--- config.mk ---
export PLATFORM = sky130hd
export DESIGN_NAME = leaf_port_arbiter
export DESIGN_NICKNAME = d
export VERILOG_FILES = /design/src/rtl/leaf_port_arbiter.sv
export SDC_FILE = /design/constraint.sdc
export NUM_CORES = 1
export LEC_CHECK = 0
export ABC_CLOCK_PERIOD_IN_PS = 2050
export CAP_MARGIN = 20
export CORE_ASPECT_RATIO = 1.2
export CORE_MARGIN = 2
export CORE_UTILIZATION = 40
export CTS_BUF_LIST = sky130_fd_sc_hd__clkbuf_4
export CTS_CLUSTER_DIAMETER = 200
export DETAILED_ROUTE_END_ITERATION = 10
export HOLD_SLACK_MARGIN = 0.05
export PLACE_DENSITY = 0.9
export SLEW_MARGIN = 10
export SYNTH_ARGS = -nofsm -noshare
export SYNTH_HDL_FRONTEND = slang
export SYNTH_SLANG_ARGS = --single-unit
--- constraint.sdc ---
create_clock -name clk -period 2.05 [get_ports clk]
set_input_delay 0.615 -clock clk [delete_from_list [all_inputs] [get_ports clk]]
set_output_delay 0.615 -clock clk [all_outputs]
set_load 0.005 [all_outputs]
--- src/rtl/leaf_port_arbiter.sv ---
// Round-robin burst arbiter that shares one leaf_interface user input slot
// among NUM_REQ vld/ack producer streams, with a one-entry registered output.
module leaf_port_arbiter #(
    parameter int NUM_REQ      = 2,
    parameter int PAYLOAD_BITS = 32,
    parameter int BURST_LEN    = 16,
    parameter int REQ_BITS     = 3
) (
    input  logic                            clk,
    input  logic                            reset,
    input  logic                            enable,
    input  logic [NUM_REQ*PAYLOAD_BITS-1:0] din_user2arb,
    input  logic [NUM_REQ-1:0]              vld_user2arb,
    output logic [NUM_REQ-1:0]              ack_arb2user,
    output logic [PAYLOAD_BITS-1:0]         dout_arb2interface,
    output logic                            vld_arb2interface,
    input  logic                            ack_interface2arb,
    output logic                            grant_vld,
    output logic [REQ_BITS-1:0]             grant_id
);
    localparam int CNT_W = (BURST_LEN > 1) ? $clog2(BURST_LEN) : 1;
    localparam logic [CNT_W-1:0] CNT_LAST = CNT_W'(BURST_LEN - 1);

    localparam logic [0:0] S_IDLE  = 1'b0;
    localparam logic [0:0] S_BURST = 1'b1;

    logic [0:0]              state_q, state_d;
    logic [CNT_W-1:0]        cnt_q, cnt_d;
    logic [REQ_BITS-1:0]     grant_q, grant_d;
    logic [REQ_BITS-1:0]     last_q, last_d;
    logic                    o_vld_q, o_vld_d;
    logic [PAYLOAD_BITS-1:0] o_data_q, o_data_d;

    logic                    can_load;
    logic                    accept;
    logic                    gnt_vld;
    logic [PAYLOAD_BITS-1:0] gnt_data;
    logic                    hi_found, lo_found, sel_found;
    logic [REQ_BITS-1:0]     hi_id, lo_id, sel_id;

    assign can_load           = !o_vld_q || ack_interface2arb;
    assign accept             = (state_q == S_BURST) && gnt_vld && can_load;
    assign vld_arb2interface  = o_vld_q;
    assign dout_arb2interface = o_data_q;
    assign grant_vld          = (state_q == S_BURST);
    assign grant_id           = grant_q;

    always_comb begin
        gnt_vld      = 1'b0;
        gnt_data     = '0;
        ack_arb2user = '0;
        for (int unsigned i = 0; i < NUM_REQ; i++) begin
            if (grant_q == REQ_BITS'(i)) begin
                gnt_vld         = vld_user2arb[i];
                gnt_data        = din_user2arb[i*PAYLOAD_BITS +: PAYLOAD_BITS];
                ack_arb2user[i] = (state_q == S_BURST) && can_load;
            end
        end
    end

    // Rotating priority: the first requester above last_q wins, else wrap to the lowest.
    always_comb begin
        hi_found = 1'b0;
        lo_found = 1'b0;
        hi_id    = '0;
        lo_id    = '0;
        for (int unsigned i = 0; i < NUM_REQ; i++) begin
            if (!hi_found && vld_user2arb[i] && (REQ_BITS'(i) > last_q)) begin
                hi_found = 1'b1;
                hi_id    = REQ_BITS'(i);
            end
            if (!lo_found && vld_user2arb[i] && (REQ_BITS'(i) <= last_q)) begin
                lo_found = 1'b1;
                lo_id    = REQ_BITS'(i);
            end
        end
        sel_found = hi_found || lo_found;
        sel_id    = hi_found ? hi_id : lo_id;
    end

    always_comb begin
        state_d  = state_q;
        cnt_d    = cnt_q;
        grant_d  = grant_q;
        last_d   = last_q;
        o_vld_d  = o_vld_q;
        o_data_d = o_data_q;

        if (accept) begin
            o_vld_d  = 1'b1;
            o_data_d = gnt_data;
        end else if (ack_interface2arb) begin
            o_vld_d = 1'b0;
        end

        case (state_q)
            S_IDLE: begin
                if (enable && sel_found) begin
                    grant_d = sel_id;
                    cnt_d   = '0;
                    state_d = S_BURST;
                end
            end
            S_BURST: begin
                if (!gnt_vld) begin
                    last_d  = grant_q;
                    state_d = S_IDLE;
                end else if (can_load) begin
                    if (cnt_q == CNT_LAST) begin
                        cnt_d   = '0;
                        last_d  = grant_q;
                        state_d = S_IDLE;
                    end else begin
                        cnt_d = cnt_q + CNT_W'(1);
                    end
                end
            end
            default: state_d = S_IDLE;
        endcase
    end

    always_ff @(posedge clk) begin
        if (reset) begin
            state_q  <= S_IDLE;
            cnt_q    <= '0;
            grant_q  <= '0;
            last_q   <= REQ_BITS'(NUM_REQ - 1);
            o_vld_q  <= 1'b0;
            o_data_q <= '0;
        end else begin
            state_q  <= state_d;
            cnt_q    <= cnt_d;
            grant_q  <= grant_d;
            last_q   <= last_d;
            o_vld_q  <= o_vld_d;
            o_data_q <= o_data_d;
        end
    end

endmodule

* After elaboration in Yosys (flattened, before gate mapping)
Index checks and enable logic that the tools add are counted.
** Storage, ports and cells
- Register bits :: 44
- Output and inout port bits :: 39
- Logic and storage cells :: 67
- Bits of input ports :: 70
** Operators by class
- $lt $le $gt $ge :: 4
- Bitwise operators :: 1
- Reductions and logical operators :: 20
- Add/subtract/negate cells :: 1
- Eq/ne operators :: 7
- Muxes and demuxes :: 28
** Operators with widths (count)
- two-way mux 32 bit :: 2
- two-way mux 1 bit :: 16
- two-way mux 4 bit :: 4
- two-way mux 3 bit :: 4
- logical AND 1 bit :: 10
- case mux 4 bit (2 select lines) :: 1
- greater-than comparator 1 x 3 -> 1 bit (first input constant) :: 2
- less-or-equal comparator 1 x 3 -> 1 bit (first input constant) :: 2
- inequality test 2 x 1 -> 1 bit (second input constant) :: 3
- AND reduction 3 bit :: 2
- adder 4 x 1 -> 4 bit (second input constant) :: 1
- equality test 4 bit (second input constant) :: 1
- inequality test 2 bit (second input constant) :: 2
- equality test 3 x 1 -> 1 bit (second input constant) :: 1
- logical NOT 1 bit :: 3
- logical NOT 3 bit :: 1
- logical OR 1 bit :: 2
- case mux 1 bit (2 select lines) :: 1
- AND reduction 2 bit :: 1
- nonzero test 2 bit :: 1
- inverter 1 bit :: 1

* Depth between registers and ports, before layout
Gate-level depths: netlist (run 1).
- Depth in word-level cells :: 11
- Depth in mapped cells :: 7
- Gate-level depth less buffers :: 4

* Worst setup path before layout (run 1)
No wires, ideal clock.
- Kind :: input port to flip-flop
- From :: input port vld_user2arb[0]
- To :: register o_data_q[0] (netlist: dout_arb2interface[0])
- Data required time :: 1.969 ns
- Data arrival time :: 1.602 ns
- Library setup time :: 0.081 ns
- Buffers on the path :: 3
- Cell stages on the path :: 6
- Slack :: 0.366 ns
- Cell sequence :: mux2_4 and3_1 clkbuf_2 buf_6 buf_6 a211oi_2
** On the way
- Cells in the longest elaborated chain, start to end :: 4
** Ends and longest elaborated chain
- start: declaration :: line 13 : input logic [NUM_REQ-1:0] vld_user2arb,
- two-way mux 1 bit (2 in series) :: line 53 : if (grant_q == REQ_BITS'(i)) begin
- logical AND 1 bit (2 in series) :: line 42 : assign accept = (state_q == S_BURST) && gnt_vld && can_load;
- end signal: assignment :: line 136 : o_data_q <= o_data_d;
- end: declaration :: line 32 : logic [PAYLOAD_BITS-1:0] o_data_q, o_data_d;
Every way passes these cells.
A chain may end at the register's enable or synchronous reset.

* Final worst setup path (run 1)
- From :: register state_q (netlist: grant_vld)
- To :: output port grant_vld
** RTL lines
- start: declaration :: line 27 : logic [0:0] state_q, state_d;
- start signal: assignment :: line 131 : state_q <= state_d;
- end: declaration :: line 18 : output logic grant_vld,
No word-level cell between the ends.

==> summary.md, run 1 <==
| Metric | Value |
|---|---|
| Area leader, netlist | dfxtp_1 |
| Largest net degree at the start of global routing | 27 |
| Status | finished, final reports clean |
| Crit start category | register |
| #FFs+latches synth | 40 |
| Synthesis Warnings | 0 |
| Synth Flop Type | dfxtp_1 |
| Vias per inst | 5.03 |
| Mapped Cells | 194 |
| Cell Area, Synth | 1990 µm² |
| Slowest stage delay, CP | 0.55 ns |
| Root Buffer | clkbuf_4 |
| Number of global-route vias before repair | 1781 |
| DIE AREA | 5560 µm² |
| Core ar. | 4870 µm² |
| Fin. max-slew vios | 0 |
| Yosys top cell area share | 40.2% |
| DR WL/cell | 14.5 µm |
| Die Ht | 81.3 µm |
| Crit. End Element | output pin |
| Final net count | 375 |
| WS Path Type | reg2out |
| Area of the multi-input gates | 1090 µm² |
| Setup TNS | 0 ns |
| Post-synth cell types | 30 |
| Sw frac | 26.5% |
| CTS max path bufs | 2 |
| Most frequent cell after synthesis | dfxtp_1 |
| Worst-Margin Slew | 0.584 ns |
| Initial antenna violation count | 0 |
| Crit path max fanout | 7 |
| Total number of vias | 1837 |
| Post-synth EDFFs | 0 |
| GP Congestion | 0.837 |
| Num CTS Buffers | 5 |
| Final HPWL DP | 4170 µm |
| Top cells by area, synth | dfxtp_1, a211oi_2, mux2i_1 |
| N_diodes | 0 |
| Critical path's slowest cell | clkdlybuf4s50_1 |
| Sequential Power Share | 49.3% |
| Req. time, crit path | 1.43 ns |
| Slew headroom | 61.1% |
| Post-synth ARST share | 0% |
| Top Ports | 109 |
| Fillers | 390 |
| Placement Setup Slack | -0.459 ns |
| GRT Overall Usage | 19.8% |
| Fmax achieved | 0.512 GHz |
| Post-Route Utilization | 66.1% |
| Initial Util | 40.9% |
| Worst path cell trace | clkdlybuf4s50_1 |
| Hold WC Path Type | reg2reg |
| Hold-fix buffers at CTS | 0 |
| Clk_skew | 0.00510 ns |
| Cell Pwr Density | 534 nW/µm² |
| CTS sink count | 40 |
| Share of cells above drive strength 1 | 20.0% |
| Global route total overflow | 0 |
| DRT iter0 DRCs | 95 |
| First-pass GRT wire length | 8200 µm |
| Data arrival, critical path | 1.34 ns |
| Post-route DRC | 0 |
| Num rows | 28 |
| Max-Cap Viols | 0 |
| Max rail drop VDD | 0.390 mV |
| Final wirelength | 5290 µm |
| Unrepaired setup endpoints after global routing | false |
| Antenna-violating nets left | 0 |
| Final setup margin | 0.0964 ns |
| PortBufs | 106 |
| CTS tree | built |
| Post-synthesis sequential area ratio | 40.2% |
| Psw | 0.000455 W |
| Endpoints failing hold | 0 |
| Comb pwr share | 26.9% |
| Area post-placement | 3160 µm² |
| Worst path bufs/invs | 1 |
| Final min period | 1.95 ns |
| Drt first pass iters | 4 |
| Internal | 0.00126 W |
| Lkg Pwr | 1.10 nW |
| Sequential cell area | 802 µm² |
| Clock power share | 23.9% |
| Avg Inst Size Synth | 10.3 µm² |
| Final Cycle Share | 95.3% |
| Top delay family on crit path | buffers and inverters |
| Clk_lat worst skew | 0.34 ns |
| Area grow syn2layout | 61.6% |
| Final setup fails | 0 |
| CTS HTree Levels | 2 |
| Die Wd | 68.4 µm |
| Reg clk slew, reported paths | 0.11 ns |
| Leading cell types by count after synthesis | dfxtp_1, nor2_1, mux2i_1 |
| Final Instance Area | 3220 µm² |
==> logic make-up after synthesis <==
logic type                 Yosys count  share of synthesized area (%)
AOI/OAI and AO/OA                   45                           23.9
adders and majority gates            1                          0.628
buffers and inverters               19                           6.09
DFF                                 40                           40.2
muxes                               33                           16.8
other                                1                          0.188
and+or+nand+nor                     55                           12.2
==> power by group through the flow <==
stage / clock network (W) / logic (W) / registers, W
3_5_place_dp: 0 / 0.000466 / 0.000864
4_1_cts: 0.000418 / 0.000466 / 0.000847
3_3_place_gp: 0 / 0.000451 / 0.000861
5_1_grt: 0.000455 / 0.000500 / 0.000854
6_report: 0.000410 / 0.000462 / 0.000847
2_1_floorplan: 0 / 0.000202 / 0.000863
==> registers in the layout, indices dropped and copies added (netlist names) <==
register            cells
dout_arb2interface     32
last_q                  1
grant_vld               1
cnt_q                   4
grant_id                1
vld_arb2interface       1
==> stage by stage <==
step | power, W | hold slack (ns) | std cells
global route | 0.00181 | 0.507 | 365
floorplan | 0.00107 | 0.435 | 195
finish | 0.00172 | 0.483 | 365
global placement | 0.00131 | 0.445 | 357
CTS | 0.00173 | 0.487 | 365
detailed placement | 0.00133 | 0.460 | 357
==> placed cells by master, fill, tap and decap left out, types with 2 or more instances in the layout <==
| cell type | instances |
|---|---|
| a211oi_1 | 2 |
| a211oi_2 | 30 |
| a21oi_1 | 6 |
| buf_12 | 3 |
| buf_2 | 3 |
| buf_4 | 12 |
| clkbuf_4 | 7 |
| clkdlybuf4s50_1 | 102 |
| conb_1 | 2 |
| dfxtp_1 | 39 |
| mux2i_1 | 32 |
| nand2_1 | 6 |
| nand3_1 | 6 |
| nand4b_1 | 2 |
| nor2_1 | 34 |
==> metal layers <==
layer  track usage, %  part of all wire (%)  vias to the layer above  routed length, µm
met5                0                     0                        -                  0
li1                 -                     -                      922                  -
met2             37.6                    56                       58               2950
met4             5.60                   1.2                        0                 65
met3             5.40                   6.3                        7                332
met1             20.7                    37                      850               1940
==> what timing repair did <==
item / in CTS / in global routing
gates resized for setup: 12 / 0
setup buffers: 0 / 0
endpoints found under the setup margin: 2 / 0
==> path summary, 6_finish.rpt <==
kind	from	endpoint	slack (ns)	cells after the start
worst max-delay path	grant_vld	grant_vld	0.1	1
worst min-delay path	last_q[0]	last_q[0]	0.48	1
worst max register to register	grant_id[0]	dout_arb2interface[15]	0.50	5
worst min register to register	last_q[0]	last_q[0]	0.48	1
==> area by class of cell <==
class	instances	share of cell area, %
timing repair buffer	121	37.1
sequential	40	24.9
multi-input combinational	136	33.9
tap	60	2.33
clock inverter	1	0.117
clock buffer	7	1.63
No activity file was read; power rests on OpenSTA's default activity.
==> run 2, diff against run 1 <==
ABC_AREA = 1   (was default)
PLACE_DENSITY = 0.91   (was 0.9)
==> summary.md, run 2 <==
| Metric | Value |
|---|---|
| Status | finished, final reports clean |
| Adder-cell area share of the yosys netlist | 0.637% (+0.0088 points) |
| Max rail drop VDD | 0.364 mV (-6.7%) |
| Cell Area, Synth | 1960 µm² (-1.4%) |
| WS Path Type | reg2out |
| Yosys top cell area share | 40.8% (+0.56 points) |
| Largest net degree at the start of global routing | 34 (+26%) |
| Synthesis Warnings | 0 (unchanged) |
| Area leader, netlist | dfxtp_1 |
| Total number of vias | 2221 (+21%) |
| Worst hold slack | 0.488 ns (+0.00456 ns) |
| Crit start category | register |
| Max-Cap Viols | 0 (unchanged) |
| Final setup margin | 0.0736 ns (-0.0229 ns) |
| Crit path max fanout | 6 (-1) |
| CTS sink count | 40 (unchanged) |
| Top cells by area, synth | dfxtp_1, nand2_1, nor2_1 |
| CTS max path bufs | 2 (unchanged) |
| Crit. End Element | output pin |
| CTS HTree Levels | 2 (unchanged) |
| Fin. max-slew vios | 0 (unchanged) |
| Data arrival, critical path | 1.36 ns (+0.02 ns) |
| First-pass GRT wire length | 8780 µm (+7.1%) |
| Main combinational cell family by area after synthesis | simple AND/OR/NAND/NOR gates |
| Drt first pass iters | 4 (unchanged) |
| Global route total overflow | 0 (unchanged) |
| Reg clk slew, reported paths | 0.12 ns (about the same) |
| N_diodes | 0 (unchanged) |
| Commonest non-fill, non-tap cells in the layout | nand2_1, clkdlybuf4s50_1, nor2_1 |
| GRT Overall Usage | 20.4% (+0.61 points) |
| #FFs+latches synth | 40 (unchanged) |
| CTS tree | built |
| Final setup fails | 0 (unchanged) |
| Share of cells above drive strength 1 | 7.88% (-12 points) |
| Leading cell types by count after synthesis | nand2_1, nor2_1, dfxtp_1 |
| FF-to-FF setup slack | 0.40 ns (-0.10 ns) |
| Final min period | 1.98 ns (+0.0229 ns) |
| Top Ports | 109 (unchanged) |
| Number of global-route vias before repair | 2144 (+20%) |
| Post-synthesis sequential area ratio | 40.8% (+0.56 points) |
| Clk_skew | 0.0159 ns (+0.0108 ns) |
| Initial Util | 42.1% (+1.2 points) |
| Fmax achieved | 0.506 GHz (-1.2%) |
| Final HPWL DP | 4160 µm (-0.23%) |
| GP Congestion | 0.822 (-1.8%) |
| Mux cell area share after synthesis | 0% (-17 points) |
| Clk_lat worst skew | 0.33 ns (about the same) |
| Post-synth cell types | 21 (-30%) |
| PortBufs | 106 (unchanged) |
| Final net count | 489 (+30%) |
| Worst r2r src | grant_id[0] |
| Most frequent cell after synthesis | nand2_1 |
| DIE AREA | 5490 µm² (-1.3%) |
| Post-synth EDFFs | 0 (unchanged) |
| Crit path from | grant_vld |
| Area grow syn2layout | 59.7% |
| Most common cell after layout, fill and taps aside | nand2_1 |
| Setup TNS | 0 ns (unchanged) |
| Num rows | 27 (-3.6%) |
| DR WL/cell | 11.2 µm (-23%) |
| Die Wd | 68.0 µm (-0.66%) |
| Post-Synth Simple-Gate Area | 39.7% (+27 points) |
| Num CTS Buffers | 5 (unchanged) |
| Final Cycle Share | 96.4% (+1.1 points) |
| Mapped Cells | 310 (+60%) |
| Final wirelength | 5350 µm (+1.1%) |
| Post-synthesis compound-gate area fraction | 10.5% (-13 points) |
| DRT iter0 DRCs | 82 (-14%) |
| Max reg flops | 32 (unchanged) |
| Root Buffer | clkbuf_4 |
| Post-synth ARST share | 0% (unchanged) |
| Avg Inst Size Synth | 6.34 µm² (-38%) |
| Cell Pwr Density | 538 nW/µm² (+0.64%) |
| Crit path capture | grant_vld |
| Antenna-violating nets left | 0 (unchanged) |
| Req. time, crit path | 1.43 ns (about the same) |
| Reg2reg path depth | 9 (+4) |
| Vias per inst | 4.66 (-7.5%) |
| Synth Flop Type | dfxtp_1 |
| Unrepaired setup endpoints after global routing | false |
| Core ar. | 4660 µm² (-4.3%) |
| Hold WC Path Type | reg2reg |
| Die Ht | 80.8 µm (-0.66%) |
| Endpoints failing hold | 0 (unchanged) |
| FF-to-FF End | cnt_q[2] |
| Hold-fix buffers at CTS | 0 (unchanged) |
| Synth Area in XOR/XNOR | 0% (unchanged) |
| Initial antenna violation count | 0 (unchanged) |
| Post-route DRC | 0 (unchanged) |
| Placement Setup Slack | -0.482 ns (-0.0238 ns) |
| Lkg Pwr | 1.37 nW (+25%) |
[run 2: changes by cell type after synthesis, sizes merged, moves of 10 or more]
cell    before  now
nand2        6  117
nor2        34   71
a211oi      32    0
mux2i       32    0
o21ai        1   32
inv          0   10
[run 2: logic make-up (layout without fill, tap and decap cells)]
family                   after synthesis  after routing
AND/OR/NAND/NOR                      200            200
flip-flops                            40             40
AO/OA/AOI/OAI                         39             39
buffers and inverters                 29            137
adder cells (fa/ha/maj)                1              1
other                                  1              2
[run 2: timing repair]
| action | CTS | global route |
|---|---|---|
| resized for setup | 11 | 0 |
| endpoints found under the setup margin | 3 | 0 |
| setup buffers | 1 | 0 |
[run 2: worst min path at each step]
stage	from	cells after the start	end	slack, ns
after floorplan	last_q[0]	2	last_q[0]	0.43
after global placement	last_q[0]	2	last_q[0]	0.45
after detailed placement	last_q[0]	2	last_q[0]	0.45
after CTS	last_q[0]	2	last_q[0]	0.49
after global routing	last_q[0]	2	last_q[0]	0.51
final	last_q[0]	2	last_q[0]	0.49
[run 2: final cells by class]
type	count	area, µm²
flip-flops and latches	40	802
inverters	10	40.0
clock buffers	7	52.6
clock inverters	1	3.75
multi-input cells	242	1010
repair buffers	119	1160
well taps	58	72.6
fillers	418	1530
[run 2: critical path, stage by stage (launching register included)]
cell and delay, ns:
dfxtp_1 0.37, buf_4 0.15, clkdlybuf4s50_1 0.51
[run 2: routing by layer]
layer  track usage, %  wire [µm]
met4             5.40         31
met1             20.3       2050
met5                0          0
met2             40.4       2790
met3             5.40        479
[run 2: power breakdown]
part	switching (W)	internal, W
clock network	0.000234	0.000159
logic	0.000180	0.000264
registers	0.0000271	0.000822
total	0.000442	0.00124
[run 2: stage by stage]
step / utilization [%] / total power [W] / cells / instance area (µm²)
finish: 67.3 / 0.00169 / 477 / 3140
global route: 67.3 / 0.00179 / 477 / 3140
CTS: 67.3 / 0.00170 / 477 / 3140
detailed placement: 66.1 / 0.00131 / 468 / 3080
global placement: 66.1 / 0.00130 / 468 / 3080
floorplan: - / 0.00105 / 311 / 1970
==> run 3, diff against run 2 <==
CORE_ASPECT_RATIO = default   (was 1.2)
==> summary.md, run 3 (synthesized netlist as in run 2, its figures left out) <==
| Metric | Value |
|---|---|
| Final HPWL DP | 4310 µm (+3.4%) |
| Top Ports | 109 (unchanged) |
| Max-Cap Viols | 0 (unchanged) |
| Hold-fix buffers at CTS | 0 (unchanged) |
| Final net count | 488 (-0.20%) |
| DIE AREA | 5490 µm² (about the same) |
| FF-to-FF setup slack | 0.40 ns (about the same) |
| Initial Util | 41.6% (-0.55 points) |
| Core ar. | 4720 µm² (+1.3%) |
| Global route total overflow | 0 (unchanged) |
| Total number of vias | 2255 (+1.5%) |
| Endpoints failing hold | 0 (unchanged) |
| Num rows | 25 (-7.4%) |
| Initial antenna violation count | 0 (unchanged) |
| GRT Overall Usage | 20.7% (+0.21 points) |
| Worst Hold Launch | dout_arb2interface[23] |
| Most common cell after layout, fill and taps aside | nand2_1 |
| Postcts setup bufs | 0 (-1) |
| Drt first pass iters | 4 (unchanged) |
| GP Congestion | 0.833 (+1.3%) |
| CTS sink count | 40 (unchanged) |
| N_diodes | 0 (unchanged) |
| Final setup fails | 0 (unchanged) |
| Unrepaired setup endpoints after global routing | false |
| Root Buffer | clkbuf_4 |
| Hold depth | 2 (unchanged) |
| Final setup margin | 0.0635 ns (-0.0101 ns) |
| DR WL/cell | 11.5 µm (+2.3%) |
| Commonest non-fill, non-tap cells in the layout | nand2_1, clkdlybuf4s50_1, nor2_1 |
| WS Path Type | reg2out |
| Antenna-violating nets left | 0 (unchanged) |
| Reg clk slew, reported paths | 0.12 ns (about the same) |
| Placement Setup Slack | -0.521 ns (-0.0389 ns) |
| Data arrival, critical path | 1.37 ns (about the same) |
| Clk_skew | 0.0129 ns (-0.00301 ns) |
| Crit. End Element | output pin |
| Max reg flops | 32 (unchanged) |
| Final min period | 1.99 ns (+0.0101 ns) |
| Largest net degree at the start of global routing | 34 (unchanged) |
| Hold WC Path Type | reg2reg |
| Lkg Pwr | 1.37 nW (about the same) |
| Area grow syn2layout | 60.4% |
| Vias per inst | 4.65 (-0.14%) |
| Fin. max-slew vios | 0 (unchanged) |
| Clk_lat worst skew | 0.34 ns (about the same) |
| PortBufs | 106 (unchanged) |
| First-pass GRT wire length | 8950 µm (+1.9%) |
| Crit path from | grant_vld |
| Final Cycle Share | 96.9% (+0.49 points) |
| Num CTS Buffers | 5 (unchanged) |
| Share of cells above drive strength 1 | 8.13% (+0.26 points) |
| Die Ht | 74.1 µm (-8.3%) |
| Total power | 0.00168 W (-0.63%) |
| DRT iter0 DRCs | 134 (+63%) |
| CTS tree | built |
| Number of global-route vias before repair | 2204 (+2.8%) |
| CTS max path bufs | 2 (unchanged) |
| Status | finished, final reports clean |
| Final wirelength | 5560 µm (+4.0%) |
| Crit start category | register |
| Die Wd | 74.1 µm (+9.0%) |
| Max rail drop VDD | 0.282 mV (-23%) |
| Req. time, crit path | 1.43 ns (about the same) |
| Crit path max fanout | 6 (unchanged) |
| Reg2reg path depth | 8 (-1) |
| CTS HTree Levels | 2 (unchanged) |
| Worst r2r src | grant_id[0] |
| Cell Pwr Density | 532 nW/µm² (-1.1%) |
| Post-route DRC | 0 (unchanged) |
| Fmax achieved | 0.503 GHz (-0.51%) |
run 3: changes by cell type in the layout (fill, tap and decap cells not counted):
| cell | change |
|---|---|
| inv_2 | +1 |
| clkinv_2 | +2 |
| buf_4 | -2 |
| buf_12 | +1 |
| nor2_1 | -1 |
| inv_1 | -1 |
| nor2_2 | +1 |
| clkbuf_4 | -2 |
run 3: power by group:
| group | leakage [nW] | switching [W] | internal (W) |
|---|---|---|---|
| clock network | 0.0324 | 0.000249 | 0.000126 |
| logic | 1.01 | 0.000187 | 0.000265 |
| registers | 0.327 | 0.0000269 | 0.000822 |
| total | 1.37 | 0.000462 | 0.00121 |
run 3: area by class of cell:
type	count	area [µm²]
clock buffers	5	37.5
inverters	10	40.0
well taps	67	83.8
multi-input cells	242	1010
flip-flops and latches	40	802
clock inverters	3	13.8
repair buffers	118	1160
fillers	420	1570
run 3: worst max-delay path, stage by stage, from the launching register on:
cell and delay, ns:
dfxtp_1 0.37, buf_4 0.16, clkdlybuf4s50_1 0.50
run 3: repair_timing:
action	4_1_cts	5_1_grt
resized for setup	13	0
endpoints found under the hold margin	0	0
setup endpoints to repair	3	0
run 3: through the flow:
| stage | instance area (µm²) | TNS (ns) | hold slack, ns | cells | utilization (%) |
|---|---|---|---|---|---|
| 2_1_floorplan | 1970 | 0 | 0.428 | 311 | - |
| 3_3_place_gp | 3110 | -0.900 | 0.452 | 477 | 65.8 |
| 3_5_place_dp | 3110 | -1.02 | 0.466 | 477 | 65.8 |
| 4_1_cts | 3150 | 0 | 0.496 | 485 | 66.7 |
| 5_1_grt | 3150 | 0 | 0.515 | 485 | 66.7 |
| 6_report | 3150 | 0 | 0.492 | 485 | 66.7 |
run 3: path summary, 6_finish.rpt:
kind                                          endpoint
worst max-delay path                         grant_vld
worst min-delay path            dout_arb2interface[23]
worst max register to register   dout_arb2interface[5]
worst min register to register  dout_arb2interface[23]
run 3: per-layer routing:
metal | part of all wire (%) | up-vias | track usage, %
li1 | - | 1174 | -
met4 | 1.1 | 0 | 8.28
met1 | 41 | 982 | 21.7
met5 | 0 | - | 0
met3 | 7.8 | 7 | 4.34
met2 | 50 | 92 | 39.7
